`src/rtl/vx_tcu_mul_sched.sv`:
```
// ---------------------------------------------------------------------------
// vx_tcu_mul_sched
//
// Purpose:
//    Shares a single bf16 x bf16 -> fp32 multiplier among NUM_REQS
//    requesters. Each cycle a round-robin arbiter picks at most one valid
//    requester. Its operands go through the multiplier, and the product is
//    captured in a one-entry result register on the same clock edge.
//    The result register is a two-state EMPTY/FULL stage. It can be
//    replaced back-to-back, so while the consumer keeps rsp_ready high the
//    module sustains one product per cycle.
//
// Ports:
//    clk        - the only clock; all state updates on its rising edge
//    reset_n    - asynchronous, active-low reset (deassertion synchronized
//                 externally)
//    req_valid  - [NUM_REQS] per-requester operand valid
//    req_ready  - [NUM_REQS] per-requester accept, one-hot or zero
//    req_a      - [NUM_REQS*16] bf16 operand A, requester i at [16i+15:16i]
//    req_b      - [NUM_REQS*16] bf16 operand B, same packing as req_a
//    rsp_valid  - the result register holds a valid product
//    rsp_ready  - the consumer accepts the result
//    rsp_data   - [32] fp32 product
//    rsp_idx    - [IDX_W] index of the requester that owns rsp_data
//    perf_ops   - [32] saturating count of accepted operand transfers
//                 (only with TCU_MUL_SCHED_PERF_EN)
//    perf_stalls- [32] saturating count of cycles where a held result blocks
//                 waiting requesters (only with TCU_MUL_SCHED_PERF_EN)
//
// Configuration macro:
//    TCU_MUL_SCHED_PERF_EN - adds the perf_ops / perf_stalls counters.
// ---------------------------------------------------------------------------

// ---------------------------------------------------------------------------
// VX_tcu_bf16mul
//
// Purpose:
//    Combinational bf16 x bf16 multiplier producing an fp32 result. Two
//    8-bit significands give a 16-bit product, which always fits in the
//    24-bit fp32 significand, so normal results are exact and need no
//    rounding. Subnormal inputs and subnormal results are flushed to signed
//    zero. Any NaN input, or inf x 0, gives the canonical quiet NaN
//    0x7FC00000. The output is forced to zero while enable is low.
//
// Ports:
//    enable - 1 when the operands are being consumed this cycle
//    a, b   - [16] bf16 operands
//    result - [32] fp32 product
// ---------------------------------------------------------------------------
module VX_tcu_bf16mul (
   input  logic        enable,
   input  logic [15:0] a,
   input  logic [15:0] b,
   output logic [31:0] result
);

   logic       sign;
   logic [7:0] exp_a;
   logic [7:0] exp_b;
   logic [6:0] frac_a;
   logic [6:0] frac_b;
   logic       a_nan, b_nan, a_inf, b_inf, a_zero, b_zero;
   logic [15:0] sig_prod;
   logic        norm_shift;
   logic [9:0]  exp_sum;
   logic [22:0] frac_out;
   logic        exp_overflow;
   logic        exp_underflow;

   // Field extraction and operand classification. An exponent field of zero
   // is treated as zero whether or not the fraction is nonzero (FTZ).
   always_comb begin
      sign   = a[15] ^ b[15];
      exp_a  = a[14:7];
      exp_b  = b[14:7];
      frac_a = a[6:0];
      frac_b = b[6:0];
      a_nan  = (exp_a == 8'hFF) && (frac_a != 7'd0);
      b_nan  = (exp_b == 8'hFF) && (frac_b != 7'd0);
      a_inf  = (exp_a == 8'hFF) && (frac_a == 7'd0);
      b_inf  = (exp_b == 8'hFF) && (frac_b == 7'd0);
      a_zero = (exp_a == 8'h00);
      b_zero = (exp_b == 8'h00);
   end

   // Significand product and exponent. The product of two values in
   // [1,2) lies in [1,4). When the top bit is set, the value is >= 2 and the
   // exponent gains one. The exponent is kept 10 bits wide so that overflow
   // (>= 255) and underflow (<= 0, sign bit set) can both be detected.
   always_comb begin
      sig_prod   = {1'b1, frac_a} * {1'b1, frac_b};
      norm_shift = sig_prod[15];
      exp_sum    = {2'b00, exp_a} + {2'b00, exp_b} - 10'd127 + {9'd0, norm_shift};
      if (norm_shift) begin
         frac_out = {sig_prod[14:0], 8'd0};
      end else begin
         frac_out = {sig_prod[13:0], 9'd0};
      end
      exp_overflow  = !exp_sum[9] && (exp_sum >= 10'd255);
      exp_underflow = exp_sum[9] || (exp_sum == 10'd0);
   end

   // Final result selection. Special operands take priority over the
   // arithmetic path. Underflowed results flush to a zero that keeps the
   // sign.
   always_comb begin
      result = 32'd0;
      if (enable) begin
         if (a_nan || b_nan || (a_inf && b_zero) || (a_zero && b_inf)) begin
            result = 32'h7FC0_0000;
         end else if (a_inf || b_inf) begin
            result = {sign, 8'hFF, 23'd0};
         end else if (a_zero || b_zero) begin
            result = {sign, 31'd0};
         end else if (exp_overflow) begin
            result = {sign, 8'hFF, 23'd0};
         end else if (exp_underflow) begin
            result = {sign, 31'd0};
         end else begin
            result = {sign, exp_sum[7:0], frac_out};
         end
      end
   end

endmodule

module vx_tcu_mul_sched #(
   parameter int NUM_REQS = 4,
   parameter int IDX_W    = $clog2(NUM_REQS)
) (
   input  logic                   clk,
   input  logic                   reset_n,
   input  logic [NUM_REQS-1:0]    req_valid,
   output logic [NUM_REQS-1:0]    req_ready,
   input  logic [NUM_REQS*16-1:0] req_a,
   input  logic [NUM_REQS*16-1:0] req_b,
   output logic                   rsp_valid,
   input  logic                   rsp_ready,
   output logic [31:0]            rsp_data,
   output logic [IDX_W-1:0]       rsp_idx
`ifdef TCU_MUL_SCHED_PERF_EN
   ,
   output logic [31:0]            perf_ops,
   output logic [31:0]            perf_stalls
`endif
);

   localparam logic [0:0] EMPTY = 1'b0;
   localparam logic [0:0] FULL  = 1'b1;

   logic [0:0]       state;
   logic [0:0]       state_next;
   logic [IDX_W-1:0] last_grant;
   logic             run_q;
   logic [IDX_W:0]   cand;
   logic             grant_found;
   logic [IDX_W-1:0] grant_idx;
   logic             slot_free;
   logic             transfer;
   logic [15:0]      mul_a;
   logic [15:0]      mul_b;
   logic [31:0]      mul_result;

   assign rsp_valid = (state == FULL);
   assign slot_free = ~rsp_valid | rsp_ready;

   // Round-robin search. Candidates are visited starting at last_grant+1
   // and wrapping modulo NUM_REQS, so the last winner is tried last. A lone
   // valid requester is always found, whatever last_grant holds. Nothing is
   // latched: the winner is recomputed from req_valid every cycle.
   always_comb begin
      grant_found = 1'b0;
      grant_idx   = '0;
      cand        = '0;
      for (int k = 1; k <= NUM_REQS; k++) begin
         cand = {1'b0, last_grant} + (IDX_W+1)'(k);
         if (cand >= (IDX_W+1)'(NUM_REQS)) begin
            cand = cand - (IDX_W+1)'(NUM_REQS);
         end
         if (!grant_found && req_valid[cand[IDX_W-1:0]]) begin
            grant_found = 1'b1;
            grant_idx   = cand[IDX_W-1:0];
         end
      end
   end

   // Accept is offered only to the winner, and only when the result slot
   // can take a new product. run_q keeps ready low through the first edge
   // after reset release, so no transfer happens in the cycle reset_n
   // rises. Ready depends on req_valid but never on the operand data.
   always_comb begin
      req_ready = '0;
      if (grant_found && slot_free && run_q) begin
         req_ready[grant_idx] = 1'b1;
      end
   end

   assign transfer = |(req_valid & req_ready);

   // Operand steering into the shared multiplier. The multiplier is
   // enabled only on a real transfer.
   always_comb begin
      mul_a = req_a[{grant_idx, 4'b0000} +: 16];
      mul_b = req_b[{grant_idx, 4'b0000} +: 16];
   end

   VX_tcu_bf16mul u_mul (
      .enable (transfer),
      .a      (mul_a),
      .b      (mul_b),
      .result (mul_result)
   );

   // Output-stage next state. A transfer while FULL can only happen when
   // rsp_ready is high (slot_free), which makes it a back-to-back replace.
   always_comb begin
      state_next = state;
      case (state)
         EMPTY: begin
            if (transfer) begin
               state_next = FULL;
            end
         end
         FULL: begin
            if (rsp_ready && !transfer) begin
               state_next = EMPTY;
            end
         end
         default: begin
            state_next = EMPTY;
         end
      endcase
   end

   // State, result register and arbitration pointer. Reset discards any
   // held result at once. The product and owner index are loaded only on a
   // transfer and are otherwise held, so a stalled result stays stable.
   // last_grant moves only when a transfer actually happens.
   always_ff @(posedge clk or negedge reset_n) begin
      if (!reset_n) begin
         state      <= EMPTY;
         rsp_data   <= 32'd0;
         rsp_idx    <= '0;
         last_grant <= IDX_W'(NUM_REQS-1);
         run_q      <= 1'b0;
      end else begin
         state <= state_next;
         run_q <= 1'b1;
         if (transfer) begin
            rsp_data   <= mul_result;
            rsp_idx    <= grant_idx;
            last_grant <= grant_idx;
         end
      end
   end

`ifdef TCU_MUL_SCHED_PERF_EN
   logic stall_cycle;

   assign stall_cycle = rsp_valid & ~rsp_ready & (|req_valid);

   // Saturating activity counters. perf_stalls counts cycles where a result
   // is held and at least one requester is waiting.
   always_ff @(posedge clk or negedge reset_n) begin
      if (!reset_n) begin
         perf_ops    <= 32'd0;
         perf_stalls <= 32'd0;
      end else begin
         if (transfer && (perf_ops != 32'hFFFF_FFFF)) begin
            perf_ops <= perf_ops + 32'd1;
         end
         if (stall_cycle && (perf_stalls != 32'hFFFF_FFFF)) begin
            perf_stalls <= perf_stalls + 32'd1;
         end
      end
   end
`else
   // Counters are not built; datapath and handshakes are unchanged.
`endif

endmodule

```
`config.mk`:
```
export PLATFORM = sky130hd
export DESIGN_NAME = vx_tcu_mul_sched
export DESIGN_NICKNAME = d
export VERILOG_FILES = /design/src/rtl/vx_tcu_mul_sched.sv
export SDC_FILE = /design/constraint.sdc
export NUM_CORES = 1
export LEC_CHECK = 0
export ABC_AREA = 0
export CORE_ASPECT_RATIO = 1.2
export CORE_MARGIN = 8
export CORE_UTILIZATION = 45
export DETAILED_ROUTE_END_ITERATION = 7
export GPL_ROUTABILITY_DRIVEN = 1
export PLACE_DENSITY = 0.87
export SLEW_MARGIN = 30
export SYNTH_ARGS = -nofsm -noshare
export SYNTH_HDL_FRONTEND = slang
export SYNTH_SLANG_ARGS = --single-unit
```
`constraint.sdc`:
```
create_clock -name clk -period 23.2 [get_ports clk]
set_input_delay 5.8 -clock clk [delete_from_list [all_inputs] [get_ports clk]]
set_output_delay 5.8 -clock clk [all_outputs]
set_load 0.05 [all_outputs]
```
==> impl_metrics.py, run 1 <==
metrics = {
    "finish": {
        "design_area_mm2": 0.00757,
        "synthToLayoutAreaGrowth_pct": 34.1,
        "antenna_cells": 0,
        "layout.cells.non_filler": 1005,
        "drive_above_1_share_pct": 9.04,
        "final_nets": 1057,
    },
    "synthesis": {
        "synth_top_family_by_area": "adder cells",
        "yosysMostFrequentCell": "inv_1",
        "seq_area_frac_synth_pct": 13.3,
        "synth-edff-count": 0,
        "synth_top_area_cell": "fa_1",
        "ys_ff_latch": 30,
        "synth.area.mux_share_pct": 15.0,
        "ys_warn_count": 0,
        "ys.flop_type": "dfrtp_1",
        "yosys.area_share.simple_pct": 22.4,
        "yosysUniqueCellTypes": 70,
        "synth_top_area_share_pct": 13.1,
        "synth-compound-area-share_pct": 14.0,
        "yosys-top-cells-count": "inv_1 (78), nand2_1 (75), nor2_1 (71), mux2i_1 (60), ha_1 (45)",
        "synth.area.top_cells": "fa_1 (13%), dfrtp_1 (12%), mux2i_1 (11%)",
        "synth_xor_area_share_pct": 3.41,
        "synthAdderAreaFrac_pct": 23.1,
        "async_reset_ff_share_pct": 100,
        "postSynthAreaPerCell_um2": 8.23,
        "synthCells": 686,
        "syn_area_mm2": 0.00564,
    },
    "sta": {
        "slew_viol_final": 0,
        "worstMarginPinSlew_ns": 0.856,
        "max_freq_ghz": 0.0679,
        "tns_ns": 0,
        "post-route-period-util_pct": 63.5,
        "rsz0062_at_grt": "no",
        "hold_violations": 0,
        "hold_ws_ns": 0.481,
        "fin_crit_ns": 14.73,
        "slew_headroom_pct": 42.5,
        "clock-skew-final_ns": 0.00546,
        "setup_viol_count_final": 0,
    },
    "clock_network": {
        "cts.repair.resized": 0,
        "clkLatencyLatePin_ns": 0.27,
        "postCtsSetupBuffers": 0,
        "cts_buffers": 5,
        "path_clk_slew_ns": 0.05,
        "htree_levels": 2,
        "cts_tree": "built",
        "clockRootBuffer": "clkbuf_16",
        "cts_hold_buf": 0,
        "cts_buffer_depth": 2,
        "cts_num_sinks": 30,
    },
    "global_route": {
        "grt_start_max_net_pins": 46,
        "grt-ovfl-total": 0,
        "grt_pass1_vias": 5886,
        "antenna_found_initial": 0,
        "grt_pass1_wl_um": 29400,
        "grt_use_total_pct": 21.7,
    },
    "drt": {
        "post_drt_wl_per_cell_um": 17.9,
        "drtAntennaViolNets": 0,
        "vias": 5567,
        "firstDrtPassIters": 5,
        "routed_wl_um": 18000,
        "drc": 0,
        "drt_iter0_drc": 419,
        "via_per_inst": 5.54,
    },
    "die": {
        "dieWidth_um": 118,
        "boundaryPins": 174,
        "fp.coreArea_mm2": 0.0124,
        "dieArea_mm2": 0.0164,
        "rows": 45,
        "chipHeight_um": 139,
        "start_util_pct": 45.4,
    },
    "setup_path": {
        "worst_setup_path_start_kind": "input port",
        "cp_slowest_stage_delay_ns": 0.74,
        "end_kind": "flop",
        "crit_top_cell": "fa_1",
        "cp.required_ns": 23.39,
        "worst_ep_arrival_time_ns": 14.92,
        "critPathBufInv": 5,
        "cp_top_family": "compound AO/OA/AOI/OAI gates",
        "worst-setup-path-type": "input port to flop",
        "cp_slowest_cell": "o221a_2",
        "path_max_fanout": 36,
    },
    "placed_design": {
        "placed_area_mm2": 0.00742,
        "gp_congestion": 0.923,
        "dp_hpwl_um": 15000,
        "portBuffers": 165,
        "dp.cells": 997,
    },
    "hold_path": {
        "hold_class": "flop to flop",
    },
    "job": {
        "maxCapViolCount": 0,
    },
    "outcome": {
        "status": "completed",
    },
}
==> per-layer routing <==
metal / up-vias / wire length [µm] / track usage, %
met4: 0 / 643 / 8.85
met2: 204 / 9790 / 41.8
met3: 50 / 831 / 2.61
li1: 2685 / - / -
met1: 2628 / 6770 / 23.1
met5: - / 0 / 0
==> cells in the final DEF, fill, tap and decap left out, types with 6 or more instances in the layout <==
cell type,synthesis,final
nor4_1,11,11
a31oi_1,14,14
clkdlybuf4s50_1,0,165
o211ai_1,8,8
fa_1,37,37
xnor2_1,18,17
nor3_1,14,14
o21ai_0,8,8
mux2_2,22,22
conb_1,2,9
buf_4,9,7
inv_1,78,78
nand3_1,7,6
mux2i_1,60,60
nand4_1,13,13
nand2_1,75,75
dfrtp_1,28,28
or2_2,8,8
o21ai_2,10,10
nor2_1,71,71
and3_1,14,14
a21oi_1,17,17
ha_1,45,45
a211oi_1,7,7
==> cells by family after synthesis <==
family / after synthesis
other: 2
adder cells (fa/ha/maj): 82
AO/OA/AOI/OAI: 109
multiplexers: 82
buffers and inverters: 110
AND/OR/NAND/NOR: 249
flip-flops: 30
XOR/XNOR: 22
==> final cells by class <==
class / count / area (µm²)
multi-input combinational: 553 / 4470
timing repair buffer: 172 / 1700
fill: 1062 / 4870
sequential: 30 / 753
clock buffer: 7 / 143
tap: 164 / 205
inverter: 78 / 293
clock inverter: 1 / 5.00
==> sequential cells by signal, summed over array words and instances, names as in the netlist <==
register and count:
rsp_data 24, last_grant 2, rsp_idx 2, rsp_valid 1, run_q 1
==> worst paths after layout <==
kind	startpoint	slack [ns]	to	cells past startpoint
max	req_valid[3]	8.47	rsp_data[16]$_DFFE_PN0P_	31
min	rsp_data[17]$_DFFE_PN0P_	0.48	rsp_data[17]$_DFFE_PN0P_	2
max reg2reg	last_grant[0]$_DFFE_PN1P_	14.20	rsp_data[16]$_DFFE_PN0P_	29
min reg2reg	rsp_data[17]$_DFFE_PN0P_	0.48	rsp_data[17]$_DFFE_PN0P_	2
max in group asynchronous	reset_n	16.95	last_grant[1]$_DFFE_PN1P_	2
min in group asynchronous	reset_n	5.94	rsp_data[27]$_DFFE_PN0P_	2
==> through the flow <==
stage | util [%] | setup WS, ns
after floorplan | - | 9.12
after global placement | 59.7 | 8.47
after detailed placement | 59.7 | 8.27
after CTS | 60.8 | 8.52
after global routing | 60.8 | 7.80
final | 60.8 | 8.47
==> worst min-delay path, stage by stage, from the launching register on <==
cell     delay [ns]
dfrtp_1        0.34
nand2_1        0.06
o21ai_2        0.05
Power of run 1 is left out: the tool's default activity adds up to more than one toggle a clock period on the data nets, which glitch-free logic cannot reach.
==> run 2: changes to the inputs <==
- CORE_UTILIZATION: 45 -> 44
- PLACE_DENSITY: 0.87 -> 0.89
- clock period: 23.2 -> 13.3 ns (I/O delays scaled with it)
==> impl_metrics.py, run 2 (synthesized netlist as in run 1, its figures left out) <==
metrics = {
    "clock_network": {
        "cts_num_sinks": 30,
        "cts_buffer_depth": 2,
        "path_clk_slew_ns": 0.06,
        "htree_levels": 2,
        "postCtsSetupBuffers": 0,
        "cts_buffers": 5,
        "cts_tree": "built",
        "clockRootBuffer": "clkbuf_16",
        "clkLatencyLatePin_ns": 0.28,
    },
    "drt": {
        "drc": 0,
        "routed_wl_um": 18400,
        "wl_met2_um": 9870,
        "drtAntennaViolNets": 0,
        "drt_iter0_drc": 472,
        "drt-met1-wl_um": 6730,
        "wl_met3_um": 1090,
        "via_per_inst": 5.69,
        "post_drt_wl_per_cell_um": 18.2,
        "vias": 5725,
        "firstDrtPassIters": 5,
        "highest_layer": "met4",
    },
    "setup_path": {
        "worst-setup-path-type": "input port to flop",
        "worst_setup_path_start_kind": "input port",
        "r2r_slack_ns": 3.93,
        "rr_worst_depth": 30,
        "r2r_end": "rsp_data[14]$_DFFE_PN0P_",
        "critPathBufInv": 4,
        "end_kind": "flop",
        "path_depth": 31,
        "cp_top_family": "compound AO/OA/AOI/OAI gates",
        "cp_slowest_stage_delay_ns": 0.66,
        "worst_ep_arrival_time_ns": 12.75,
        "cp_slowest_cell": "o41ai_1",
        "path_max_fanout": 21,
        "crit_top_cell": "fa_1",
        "cp.required_ns": 13.50,
        "rr_startpoint": "last_grant[0]$_DFFE_PN1P_",
    },
    "job": {
        "maxCapViolCount": 0,
    },
    "finish": {
        "layout_common_cells": "clkdlybuf4s50_1 (165), inv_1 (78), nand2_1 (75)",
        "final_common_cell": "clkdlybuf4s50_1",
        "drive_above_1_share_pct": 9.25,
        "fin_util_pct": 60.4,
        "multi_input_area_mm2": 0.00448,
        "antenna_cells": 0,
        "seq_area_um2": 753,
        "top_regs": "rsp_data: 24 flops, last_grant: 2 flops, rsp_idx: 2 flops",
        "top_register": "rsp_data",
        "layout.cells.non_filler": 1007,
        "largest_reg_flops": 24,
        "fillers": 1130,
        "synthToLayoutAreaGrowth_pct": 35.0,
        "final_nets": 1059,
    },
    "hold_path": {
        "holdCritStartpoint": "rsp_data[11]$_DFFE_PN0P_",
        "hold_end": "rsp_data[11]$_DFFE_PN0P_",
        "hold-path-cell-count": 2,
        "hold_class": "flop to flop",
    },
    "die": {
        "chipHeight_um": 140,
        "boundaryPins": 174,
        "dieWidth_um": 119,
        "dieArea_mm2": 0.0167,
        "start_util_pct": 44.8,
        "fp.coreArea_mm2": 0.0126,
        "rows": 45,
    },
    "sta": {
        "fin_crit_ns": 12.55,
        "max_freq_ghz": 0.0797,
        "setup_viol_count_final": 0,
        "slew_viol_final": 0,
        "hold_violations": 0,
        "rsz0062_at_grt": "no",
        "post-route-period-util_pct": 94.4,
        "slew_headroom_pct": 42.5,
        "clock-skew-final_ns": 0.00338,
        "worstMarginPinSlew_ns": 0.856,
        "tns_ns": 0,
    },
    "global_route": {
        "grt-ovfl-total": 0,
        "grt_use_total_pct": 21.4,
        "grt_pass1_wl_um": 29400,
        "grt_pass1_vias": 5968,
        "grt_start_max_net_pins": 31,
        "antenna_found_initial": 0,
    },
    "placed_design": {
        "dp_hpwl_um": 15200,
        "dp.cells": 999,
        "gp_congestion": 0.932,
        "portBuffers": 165,
    },
    "outcome": {
        "status": "completed",
    },
}
run 2: how the worst max path moves through the flow:
stage | start | to
finish | req_valid[3] | rsp_data[14]$_DFFE_PN0P_
global placement | req_valid[3] | rsp_data[16]$_DFFE_PN0P_
floorplan | req_valid[3] | rsp_data[10]$_DFFE_PN0P_
CTS | req_valid[3] | rsp_data[14]$_DFFE_PN0P_
global route | req_valid[3] | rsp_data[14]$_DFFE_PN0P_
detailed placement | req_valid[3] | rsp_data[14]$_DFFE_PN0P_
run 2: area by class of cell:
type                            count  area share [%]
Inverter                           78            3.84
Clock buffer                        5            1.64
Sequential cell                    30            9.88
Multi-Input combinational cell    553            58.8
Timing Repair Buffer              174            22.6
Clock inverter                      3           0.591
Tap cell                          164            2.69
run 2: routing by layer:
| layer | vias to the layer above | global-route usage (%) |
|---|---|---|
| li1 | 2685 | - |
| met2 | 248 | 41.7 |
| met1 | 2735 | 22.6 |
| met5 | - | 0 |
| met4 | 0 | 8.50 |
| met3 | 57 | 2.37 |
run 2: worst register-to-register path: cells and delay by family (launching register included):
kind | cells | cell delay [ns]
AOI/OAI and AO/OA | 10 | 2.83
adders and majority gates | 6 | 2.76
and+or+nand+nor | 7 | 1.98
muxes | 3 | 0.67
DFF | 1 | 0.57
xor gates and xnor gates | 1 | 0.33
buffers and inverters | 3 | 0.16
run 2: metrics by stage:
step	setup slack, ns	hold WS, ns	cell area [µm²]
floorplan	1.86	0.505	5670
global placement	0.772	0.462	7430
detailed placement	0.507	0.466	7430
CTS	0.759	0.479	7600
global route	0.0263	0.498	7620
finish	0.745	0.475	7620
run 2: repair_timing:
item | CTS | global route
resized for setup | 0 | 1
hold buffers | 0 | 0
setup endpoints to repair | 0 | 13
Power of run 2 is left out for the same reason.
==> run 3: changes to the inputs <==
- CORE_UTILIZATION: 44 -> 45
- PLACE_DENSITY: 0.89 -> 0.87
- clock period: 13.3 -> 11.9 ns (I/O delays scaled with it)
==> impl_metrics.py, run 3 (synthesized netlist as in run 1, its figures left out) <==
metrics = {
    "hold_path": {
        "hold_end": "rsp_data[18]$_DFFE_PN0P_",
        "hold-path-cell-count": 2,
        "hold_class": "flop to flop",
        "holdCritStartpoint": "rsp_data[18]$_DFFE_PN0P_",
    },
    "drt": {
        "firstDrtPassIters": 6,
        "routed_wl_um": 17900,
        "wl_met3_um": 1090,
        "vias": 5654,
        "drt-met1-wl_um": 6660,
        "via_per_inst": 5.60,
        "wl_met2_um": 9600,
        "drtAntennaViolNets": 0,
        "post_drt_wl_per_cell_um": 17.8,
        "drc": 0,
        "drt_iter0_drc": 491,
        "highest_layer": "met4",
    },
    "finish": {
        "drive_above_1_share_pct": 9.70,
        "fillers": 1065,
        "multi_input_area_mm2": 0.00450,
        "largest_reg_flops": 24,
        "seq_area_um2": 753,
        "antenna_cells": 0,
        "layout_common_cells": "clkdlybuf4s50_1 (165), inv_1 (78), nand2_1 (75)",
        "final_common_cell": "clkdlybuf4s50_1",
        "layout.cells.non_filler": 1009,
        "synthToLayoutAreaGrowth_pct": 36.2,
        "top_regs": "rsp_data: 24 flops, last_grant: 2 flops, rsp_idx: 2 flops",
        "top_register": "rsp_data",
        "final_nets": 1061,
    },
    "setup_path": {
        "cp.required_ns": 12.10,
        "cp_top_family": "adder cells",
        "crit_top_cell": "inv_1",
        "rr_worst_depth": 32,
        "cp_slowest_cell": "clkdlybuf4s50_1",
        "worst_setup_path_start_kind": "input port",
        "r2r_end": "rsp_data[11]$_DFFE_PN0P_",
        "worst_ep_arrival_time_ns": 11.50,
        "r2r_slack_ns": 3.50,
        "rr_startpoint": "last_grant[0]$_DFFE_PN1P_",
        "cp_slowest_stage_delay_ns": 0.59,
        "worst-setup-path-type": "input port to flop",
        "end_kind": "flop",
        "critPathBufInv": 6,
        "path_max_fanout": 18,
    },
    "placed_design": {
        "gp_congestion": 0.931,
        "dp_hpwl_um": 15000,
        "portBuffers": 165,
        "dp.cells": 1001,
    },
    "clock_network": {
        "path_clk_slew_ns": 0.05,
        "clockRootBuffer": "clkbuf_16",
        "clkLatencyLatePin_ns": 0.28,
        "cts_tree": "built",
        "cts_buffer_depth": 2,
        "cts_num_sinks": 30,
        "htree_levels": 2,
        "cts_buffers": 5,
        "postCtsSetupBuffers": 0,
    },
    "die": {
        "dieWidth_um": 118,
        "chipHeight_um": 139,
        "start_util_pct": 45.4,
        "rows": 45,
        "dieArea_mm2": 0.0164,
        "fp.coreArea_mm2": 0.0124,
        "boundaryPins": 174,
    },
    "sta": {
        "fin_crit_ns": 11.30,
        "rsz0062_at_grt": "no",
        "hold_ws_ns": 0.488,
        "clock-skew-final_ns": 0.00609,
        "slew_headroom_pct": 41.6,
        "hold_violations": 0,
        "max_freq_ghz": 0.0885,
        "worstMarginPinSlew_ns": 0.869,
        "tns_ns": 0,
        "post-route-period-util_pct": 94.9,
        "slew_viol_final": 0,
        "setup_viol_count_final": 0,
    },
    "global_route": {
        "grt_start_max_net_pins": 31,
        "grt-ovfl-total": 0,
        "antenna_found_initial": 0,
        "grt_pass1_wl_um": 29300,
        "grt_pass1_vias": 5979,
        "grt_use_total_pct": 21.7,
    },
    "outcome": {
        "status": "completed",
    },
    "job": {
        "maxCapViolCount": 0,
    },
}
-- run 3: cell types whose count changed in the layout (fill, tap and decap cells not counted), sizes merged --
cell,delta
clkinvlp,-2
clkbuf,+1
bufinv,+1
buf,+2
-- run 3: layout make-up --
type / count / share of cell area [%]
clock buffer: 6 / 1.81
clock inverter: 2 / 0.781
inverter: 78 / 3.81
multi-input combinational: 553 / 58.6
sequential: 30 / 9.80
tap: 164 / 2.67
timing repair buffer: 176 / 22.6
-- run 3: worst min-delay path: stages (launching register included) --
cell and delay, ns:
dfrtp_1 0.35, nand2_1 0.06, o21ai_2 0.05
-- run 3: timing repair --
item / CTS / global route
hold buffers: 0 / 0
gates resized for setup: 0 / 3
setup endpoints to repair: 0 / 19
-- run 3: worst max path at each step --
stage,start,slack (ns),cells past startpoint,to
floorplan,req_valid[3],0.81,37,rsp_data[10]$_DFFE_PN0P_
global placement,req_valid[3],0.32,33,rsp_data[19]$_DFFE_PN0P_
detailed placement,req_valid[3],0.15,35,rsp_data[11]$_DFFE_PN0P_
CTS,req_valid[3],0.35,35,rsp_data[11]$_DFFE_PN0P_
global route,req_valid[3],0.05,34,rsp_data[11]$_DFFE_PN0P_
finish,req_valid[3],0.60,33,rsp_data[11]$_DFFE_PN0P_
-- run 3: stage by stage --
step	cell area [µm²]	util, %	setup WS [ns]
2_1_floorplan	5670	-	0.809
3_3_place_gp	7450	59.9	0.319
3_5_place_dp	7450	59.9	0.146
4_1_cts	7650	61.5	0.351
5_1_grt	7690	61.8	0.0480
6_report	7690	61.8	0.604
-- run 3: routing by layer --
metal	GRT usage, %	vias up
met5	0	-
met4	7.97	0
met3	3.38	41
met2	41.6	234
met1	23.1	2684
li1	-	2695
Power of run 3 is left out for the same reason.
